$ cat src/rtl/serial_frame_rx.sv
// Async serial frame receiver: start, DW data bits MSB-first, optional parity, stop.
// Emits per-bit shift enables plus an assembled word with parity/framing flags.
module serial_frame_rx #(
  parameter int DW           = 8,
  parameter int CLKS_PER_BIT = 16,
  parameter bit PARITY_EN    = 1'b1,
  parameter bit PARITY_ODD   = 1'b0
) (
  input  logic          clk,
  input  logic          rst,
  input  logic          i_rx,
  output logic          o_bit_en,
  output logic          o_bit,
  output logic [DW-1:0] o_data,
  output logic          o_valid,
  output logic          o_parity_err,
  output logic          o_frame_err,
  output logic          o_busy
);

  localparam int CW = $clog2(CLKS_PER_BIT);
  localparam int BW = $clog2(DW + 1);

  localparam logic [CW-1:0] CNT_HALF = CW'(CLKS_PER_BIT / 2 - 1);
  localparam logic [CW-1:0] CNT_FULL = CW'(CLKS_PER_BIT - 1);
  localparam logic [BW-1:0] BIT_LAST = BW'(DW - 1);

  typedef enum logic [2:0] {
    S_IDLE,
    S_START,
    S_DATA,
    S_PARITY,
    S_STOP,
    S_BRK
  } state_t;

  state_t state_q;
  state_t state_d;

  logic          rx_m;
  logic          rx_s;
  logic [CW-1:0] cnt_q;
  logic [BW-1:0] bit_q;
  logic [DW-1:0] sr_q;
  logic          par_q;
  logic          mis_q;

  logic smp_start;
  logic smp_data;
  logic smp_par;
  logic smp_stop;
  logic smp_any;
  logic cnt_run;
  logic data_last;

  // two-flop synchronizer, idles high so reset never looks like a start bit
  always_ff @(posedge clk) begin
    if (rst) begin
      rx_m <= 1'b1;
      rx_s <= 1'b1;
    end else begin
      rx_m <= i_rx;
      rx_s <= rx_m;
    end
  end

  always_ff @(posedge clk) begin
    if (rst) begin
      state_q <= S_IDLE;
    end else begin
      state_q <= state_d;
    end
  end

  always_comb begin
    state_d = state_q;
    unique case (state_q)
      S_IDLE: begin
        if (!rx_s) state_d = S_START;
      end
      S_START: begin
        if (smp_start) begin
          state_d = rx_s ? S_IDLE : S_DATA;
        end
      end
      S_DATA: begin
        if (smp_data && data_last) begin
          state_d = PARITY_EN ? S_PARITY : S_STOP;
        end
      end
      S_PARITY: begin
        if (smp_par) state_d = S_STOP;
      end
      S_STOP: begin
        if (smp_stop) begin
          state_d = rx_s ? S_IDLE : S_BRK;
        end
      end
      S_BRK: begin
        if (rx_s) state_d = S_IDLE;
      end
      default: state_d = S_IDLE;
    endcase
  end

  always_comb begin
    smp_start = 1'b0;
    smp_data  = 1'b0;
    smp_par   = 1'b0;
    smp_stop  = 1'b0;
    cnt_run   = 1'b0;
    unique case (state_q)
      S_START: begin
        cnt_run   = 1'b1;
        smp_start = (cnt_q == CNT_HALF);
      end
      S_DATA: begin
        cnt_run  = 1'b1;
        smp_data = (cnt_q == CNT_FULL);
      end
      S_PARITY: begin
        cnt_run = 1'b1;
        smp_par = (cnt_q == CNT_FULL);
      end
      S_STOP: begin
        cnt_run  = 1'b1;
        smp_stop = (cnt_q == CNT_FULL);
      end
      default: ;
    endcase
    smp_any   = smp_start | smp_data | smp_par | smp_stop;
    data_last = (bit_q == BIT_LAST);
    o_busy    = (state_q != S_IDLE);
  end

  always_ff @(posedge clk) begin
    if (rst) begin
      cnt_q <= '0;
    end else if (smp_any || state_d != state_q) begin
      cnt_q <= '0;
    end else if (cnt_run) begin
      cnt_q <= cnt_q + 1'b1;
    end
  end

  always_ff @(posedge clk) begin
    if (rst) begin
      bit_q <= '0;
      sr_q  <= '0;
      par_q <= 1'b0;
      mis_q <= 1'b0;
    end else begin
      if (smp_start) begin
        bit_q <= '0;
        par_q <= 1'b0;
        mis_q <= 1'b0;
      end
      if (smp_data) begin
        bit_q <= bit_q + 1'b1;
        sr_q  <= {sr_q[DW-2:0], rx_s};
        par_q <= par_q ^ rx_s;
      end
      if (smp_par) begin
        mis_q <= rx_s ^ par_q ^ PARITY_ODD;
      end
    end
  end

  always_ff @(posedge clk) begin
    if (rst) begin
      o_bit_en     <= 1'b0;
      o_bit        <= 1'b0;
      o_data       <= '0;
      o_valid      <= 1'b0;
      o_parity_err <= 1'b0;
      o_frame_err  <= 1'b0;
    end else begin
      o_bit_en     <= smp_data;
      o_bit        <= smp_data & rx_s;
      o_valid      <= smp_stop & rx_s;
      o_parity_err <= smp_stop & rx_s & mis_q;
      o_frame_err  <= smp_stop & ~rx_s;
      if (smp_stop && rx_s) begin
        o_data <= sr_q;
      end
    end
  end

endmodule
$ cat config.mk
export PLATFORM = sky130hd
export DESIGN_NAME = serial_frame_rx
export DESIGN_NICKNAME = d
export VERILOG_FILES = /design/src/rtl/serial_frame_rx.sv
export SDC_FILE = /design/constraint.sdc
export NUM_CORES = 1
export LEC_CHECK = 0
export CAP_MARGIN = 0
export CORE_ASPECT_RATIO = 1.4
export CORE_MARGIN = 2
export CORE_UTILIZATION = 58
export DETAILED_ROUTE_END_ITERATION = 8
export PLACE_DENSITY = 0.86
export SYNTH_ARGS = -nofsm -noshare
export SYNTH_HDL_FRONTEND = slang
export SYNTH_SLANG_ARGS = --single-unit
$ cat constraint.sdc
create_clock -name clk -period 2.5 [get_ports clk]
set_input_delay 0.25 -clock clk [delete_from_list [all_inputs] [get_ports clk]]
set_output_delay 0.25 -clock clk [all_outputs]
set_load 0.01 [all_outputs]
# Word level (Yosys, flattened, before mapping)
# Index checks and enable logic that the tools add are counted.
[totals]
ff_bits = 36
input_bits = 3
out_inout_bits = 14
elab_cells = 62
[op_classes]
add_sub_neg = 2
eq_ne = 9
mux = 19
bitwise = 9
n_reduce_logical = 9
[op_table]
columns = ["cell", "count"]
rows = [
  ["two-way mux 3 bit", 7],
  ["case mux 3 bit (6 select lines)", 1],
  ["adder 4 x 1 -> 4 bit, second input constant", 2],
  ["== test 4 x 3 -> 1 bit, second input constant", 2],
  ["two-way mux 1 bit", 8],
  ["two-way mux 4 bit", 2],
  ["== test 3 x 2 -> 1 bit, second input constant", 2],
  ["== test 3 bit, second input constant", 2],
  ["AND 1 bit", 4],
  ["== test 4 bit, second input constant", 1],
  ["nonzero test 2 bit", 2],
  ["OR reduction 4 bit", 1],
  ["== test 3 x 1 -> 1 bit, second input constant", 1],
  ["zero test 3 bit", 1],
  ["inequality test 3 bit", 1],
  ["bitwise OR 1 bit", 3],
  ["nonzero test 3 bit", 1],
  ["logical AND 1 bit", 2],
  ["two-way mux 2 bit", 1],
  ["OR reduction 2 bit", 1],
  ["logical OR 1 bit", 1],
  ["NOT 1 bit", 1],
  ["bitwise XOR 1 bit", 1],
]

# Logic depth before layout (Yosys ltp)
[logic_depth]
ltp_word = 8
mapped_depth = 6
mapped_depth_nobuf = 5

# Least setup slack after synthesis
# OpenSTA, ideal clock, no wires.
[synth_timing]
path_type = "register -> register"
from = "register state_q[1]"
to = "register par_q"
t_arrival_ns = 1.409
t_required_ns = 2.383
setup_slack_ns = 0.973
path_stages_with_launch = 6
n_path_buf = 1
period_less_slack_ns = 1.527
cell_sequence = "dfxtp_1 buf_2 or3b_1 a211oi_2 o21ai_1 a32o_1"
[synth_between]
elab_chain_cells = 3
word_cells_on_any_way = 6
cone_classes = "eq/ne: 2; mux: 3; reduce/logical: 1"
[synth_lines]
columns = ["item", "line_no", "text"]
rows = [
  ["start: declaration", "37", "state_t state_q;"],
  ["start signal: assignment", "71", "state_q <= state_d;"],
  ["== test 3 x 2 -> 1 bit or == test 3 x 1 -> 1 bit (tied branches)", "112", "unique case (state_q)"],
  ["two-way mux 1 bit", "112", ""],
  ["two-way mux 1 bit or nonzero test 2 bit (tied branches)", "--", ""],
  ["end signal: assignment", "161", "par_q <= par_q ^ rx_s;"],
  ["end: declaration", "45", "logic par_q;"],
]
# Parallel ways exist; a longest one is shown, timed or not.
# A chain may end at the register's enable or synchronous reset.

# Worst setup path after layout
[layout_timing]
from = "register state_q[2]"
to = "output o_busy"
[layout_between]
elab_chain_cells = 1
[layout_lines]
columns = ["item", "line_no", "text"]
rows = [
  ["nonzero test 3 bit", "133", "o_busy = (state_q != S_IDLE);"],
  ["end: declaration", "18", "output logic o_busy"],
]
# Every way passes these cells.

==> flow_summary_export.csv <==
group,metric,value,unit
outcome,status,"finished, final reports clean",
global_routing,first_global_vias,1276,
global_routing,grt_max_degree,17,
yosys,synthSimpleGateAreaFrac,0.223,
critical_path,crit_family,"buffers and inverters",
cts,cts-root-buf,"clkbuf_4",
critical_path,crit_chain,"or3_1 -> clkdlybuf4s50_1",
critical_path,path_buf_inv,1,
sta,worst_pin_slew,618,ps
yosys,synth_area_per_cell,8.88,um^2
pwr,p_sw,0.000213,W
placed_design,place_inst,211,
yosys,synth_fa_ha_area_frac,0.0167,
cts,post_cts_resized,0,
cells_and_area,area_delta_synth_final,16.9,%
cts,htree_num_levels,2,
yosys,syn_inst,169,
sta,finalWorstSetupSlack,438,ps
placed_design,numPortBuffers,16,
cells_and_area,final_util,0.726,
placed_design,place_congestion,0.884,
routing,wl_per_cell,13.5,um
global_routing,grt_usage,0.253,
cells_and_area,antenna_cells,0,
cells_and_area,layout.cells.non_filler,219,
critical_path,cp.arrival,1810,ps
pwr,p_sw_frac,0.210,
placed_design,place_hpwl,2.11,mm
critical_path,cp_max_fo,14,
yosys,synthDistinctLibCells,40,
critical_path,startpoint,"state_q[2]",
critical_path,reg2reg_depth,5,
cts,cts.clk_slew.worst_paths,100,ps
floorplanning,io_pins,17,
sta,clock-skew-final,9.37,ps
cts,cts_tree,"done",
yosys,ys_ff_latch,36,
sta,hold_viol,0,
critical_path,r2r_setup_slack,640,ps
sta,clock.fmax,485,MHz
cells_and_area,drive_gt1_frac,0.0757,
floorplanning,die_x,47,um
global_routing,grt_overflow,0,
floorplanning,fp.dieH,64.2,um
routing,drtIter0Drc,32,
critical_path,r2r-end,"o_data[1]",
critical_path,reg2reg_from,"cnt_q[0]",
placed_design,dp_worst_setup_slack,645,ps
sta,fin_crit_sh,0.825,
sta,tns,0,ps
yosys,synth-xor-area-share,0.0292,
pwr,pwr-share-seq,0.574,
critical_path,path_class,"register to primary output",
yosys,syn_area,0.00150,mm^2
pwr,peakVddDrop,0.412,mV
cells_and_area,nNetsFinal,189,
routing,viasPerCell,5.70,
critical_path,crit_path_end,"o_busy",
global_routing,grt_pass1_wl,5.53,mm
sta,setup_viol,0,
sta,min_period,2060,ps
yosys,yosys_warnings,0,
routing,drc,0,
yosys,synthMuxAreaShare,0.0600,
critical_path,critPathLaunchType,"register",
yosys,synthesis.nets,174,
run,cap_violations,0,
cells_and_area,final-seq-area,721,um^2
routing,vias,1249,
sta,rsz0062_at_grt,"false",
cts,cts_hold_buf,0,
global_routing,antenna_found_initial,0,
floorplanning,die-area,0.00302,mm^2
critical_path,worstSetupPathDepth,2,
cts,clock_latency,350,ps
cells_and_area,multi_input_area,718,um^2
sta,relSlewSlack,0.587,
critical_path,max_stage_delay,510,ps
critical_path,cp.required,2250,ps
floorplanning,rows,21,
yosys,synth_compound_area_frac,0.149,
routing,routed_wl,2.95,mm
routing,first_pass_iters,4,
cts,cts_num_sinks,36,
yosys,synth_top_family_by_area,"simple AND/OR/NAND/NOR gates",
pwr,total_power,0.00102,W
worst_hold_path,hold_class,"register to register",
critical_path,worst_setup_path_end_kind,"primary output",
pwr,p_int,0.000802,W
routing,drtAntennaViolNets,0,
cells_and_area,num-fill-cells,211,
pwr,p_clk_frac,0.390,
cts,numCtsBuffers,5,
critical_path,cpMaxStageDelayCell,"clkdlybuf4s50_1",
sta,drv_slew,0,
floorplanning,start_util,0.621,
cts,clock_path_buffers,2,
pwr,pwr-share-comb,0.035,
yosys,yosysSeqAreaShare,0.480,
cts,cts_setup_buffers,0,
pwr,p_leak,0.699,nW
floorplanning,core,0.00242,mm^2
pwr,power_density,578,mW/mm^2
[registers in the layout, summed over array words and instances, names as in the netlist]
name          flops
bit_q             4
cnt_q             4
mis_q             1
o_bit             1
o_bit_en          1
o_data            8
o_frame_err       1
o_parity_err      1
o_valid           1
par_q             1
rx_m              1
rx_s              1
sr_q              8
state_q           3
[layout by cell type (no fill, tap or decap), types with 4 or more instances in the layout]
| cell type | n |
|---|---|
| nor3_1 | 9 |
| a21oi_1 | 14 |
| nand3_1 | 5 |
| clkbuf_4 | 5 |
| dfxtp_1 | 36 |
| nor2_1 | 17 |
| inv_1 | 4 |
| mux2i_1 | 9 |
| o21ai_0 | 4 |
| nand2_1 | 19 |
| clkdlybuf4s50_1 | 16 |
[power groups by stage]
stage | clock (W) | combinational (W) | sequential, W
global route | 0.000429 | 0.0000410 | 0.000584
floorplan | 0 | 0.0000265 | 0.000592
finish | 0.000396 | 0.0000360 | 0.000583
CTS | 0.000409 | 0.0000361 | 0.000583
global placement | 0 | 0.0000340 | 0.000596
detailed placement | 0 | 0.0000358 | 0.000596
[per-stage QoR]
step / instance area, um^2 / hold WS, ps
2_1_floorplan: 1500 / 330
3_3_place_gp: 1680 / 395
3_5_place_dp: 1680 / 412
4_1_cts: 1760 / 430
5_1_grt: 1760 / 447
6_report: 1760 / 424
[area by class of cell]
class	count	share of cell area
tap	34	0.0242
clock inverter	2	0.0200
clock buffer	6	0.0235
timing repair buffer	19	0.104
inverter	4	0.00855
multi-input combinational	118	0.409
sequential	36	0.411
[how the worst min path moves through the flow]
stage	start	endpoint	cells after the start
3_5_place_dp	rx_m	rx_s	1
4_1_cts	rx_m	rx_s	1
3_3_place_gp	rx_m	rx_s	1
2_1_floorplan	rst	o_valid	1
6_report	rx_m	rx_s	1
5_1_grt	rx_m	rx_s	1
[layer usage]
layer | GRT usage | vias to the layer above | wire [um]
li1 | - | 618 | -
met1 | 0.286 | 586 | 1190
met2 | 0.396 | 33 | 1530
met3 | 0.0678 | 12 | 116
met4 | 0.167 | 0 | 113
met5 | 0 | - | 0
[cell usage after synthesis]
cell       instances  area [um^2]
a211oi_1           2         15.0
inv_1              4         15.0
mux2i_1            9         90.1
and4b_1            1         10.0
a211oi_2           1         12.5
and3_1             2         12.5
dfxtp_1           36          721
o21ai_1            1         5.00
or3_1              2         12.5
and2_1             2         12.5
nor3_1             9         45.0
nor2_1            17         63.8
nand3b_1           1         7.51
a31oi_1            2         12.5
nand2_1           19         71.3
xor2_1             3         26.3
ha_1               2         25.0
a2111oi_0          1         8.76
and3b_1            1         8.76
nor2b_1            2         12.5
nand4_1            1         6.26
a221o_1            1         10.0
or3b_1             1         8.76
xnor2_1            2         17.5
a211o_1            1         8.76
a32o_1             2         20.0
nor3_2             1         10.0
clkbuf_1           6         22.5
a21oi_1           14         70.1
or2_2              2         12.5
or4b_1             1         10.0
o21ai_0            4         20.0
a22oi_1            1         7.51
nand3_1            5         25.0
o211a_1            1         10.0
o211ai_1           1         7.51
a21o_1             1         7.51
buf_2              5         25.0
a32oi_1            1         8.76
nand2b_1           1         6.26
[cells by family (layout without fill, tap and decap cells)]
family / count (synthesis) / in the layout
buf+inv: 15 / 31
flops: 36 / 36
fa+ha+maj: 2 / 2
mux: 9 / 9
simple gates: 68 / 68
compound gates: 34 / 34
xor+xnor: 5 / 5
(Power assumes the default switching activity.)
==> variant: new RTL, same flow settings <==
`CLKS_PER_BIT`: 16 -> 8.
--- a/src/rtl/serial_frame_rx.sv
+++ b/src/rtl/serial_frame_rx.sv
@@ -2,7 +2,7 @@
 // Emits per-bit shift enables plus an assembled word with parity/framing flags.
 module serial_frame_rx #(
   parameter int DW           = 8,
-  parameter int CLKS_PER_BIT = 16,
+  parameter int CLKS_PER_BIT = 8,
   parameter bit PARITY_EN    = 1'b1,
   parameter bit PARITY_ODD   = 1'b0
 ) (
Formal check against the unedited RTL: not equivalent (Yosys sat finds a counterexample within 10 cycles, from zero or initial values and one cycle with rst high).
==> variant against the unedited design <==
Routed wire length fell by 10%; first-iteration DRC count increased by 13%; global-route usage decreased by 4.7 points; worst setup slack better by 48 ps; sequential cell count shrank 1; power is 0.54% higher; largest cell class unchanged; register-to-register slack worse by 70 ps; cell area is 2.4% lower; area after synthesis shrank 0.67%; synthesized cell count decreased by 4.1%.
==> variant: results (changes against the unedited design) <==
Status - completed
Routed via count - 1151 (-7.8%)
Max incr delay on CP - 680 ps (+170 ps)
First-pass GRT wire length - 4420 µm (-20%)
WL final - 2650 µm (-10%)
Cell family with most CP delay - flip-flops
Slowest library cell on the worst path - dfxtp_1
Layout Skew - 6.27 ps (-3.10 ps)
R2R setup slack - 570 ps (-70 ps)
Max FO, Critical Path - 16 (+2)
Gr usage total - 20.6% (-4.7 points)
Post-layout nets - 181 (-4.2%)
Met3 WL post-DR - 101 µm (-13%)
Maximum VDD drop - 0.000475 V (+15%)
Seq power - 0.000569 W (-2%)
GPL Wtd Cong - 0.832 (-6.0%)
Layout cells sized above 1 - 10.3% (+2.7 points)
Filler Cell Count - 198 (-6.2%)
DR WL/cell - 12.7 µm (-6.1%)
Complex-gate fraction of the synthesized area - 14.0% (-0.91 points)
Worst R2R End - o_data[5]
R2r worst-path depth - 6 (+1)
Routed met2 length - 1330 µm (-13%)
CP startpoint - state_q[0]
Multiplexer area fraction after synthesis - 6.04% (+0.040 points)
[variant: cell count changes in the layout (fill, tap and decap cells not counted), sizes merged, moves of 2 or more]
| cell | delta |
|---|---|
| nor2 | +8 |
| nor3 | -8 |
| a31oi | +3 |
| nand3 | -3 |
| a32o | -2 |
| ha | +2 |
| nand2 | -2 |
| nand4bb | +2 |
| nor2b | -2 |
| o22ai | +2 |
| xor2 | -2 |
[variant: area by class of cell]
type,count,area share (%)
sequential,35,40.9
multi-input combinational,111,40.7
timing repair buffer,18,10.2
clock buffer,6,2.99
tap,34,2.48
clock inverter,2,2.04
inverter,3,0.657
[variant: routing by layer]
metal  up-vias  track usage [%]
met5         -                0
met3        10             6.78
li1        576                -
met4         0             11.8
met1       541             22.6
met2        24             32.9
[variant: per-stage QoR]
step	area [µm²]	util, %	setup WS (ps)	hold WS, ps
global route	1710	70.9	404	426
finish	1710	70.9	486	419
global placement	1630	67.3	659	396
detailed placement	1630	67.3	547	396
CTS	1710	70.9	489	420
floorplan	1490	-	915	354
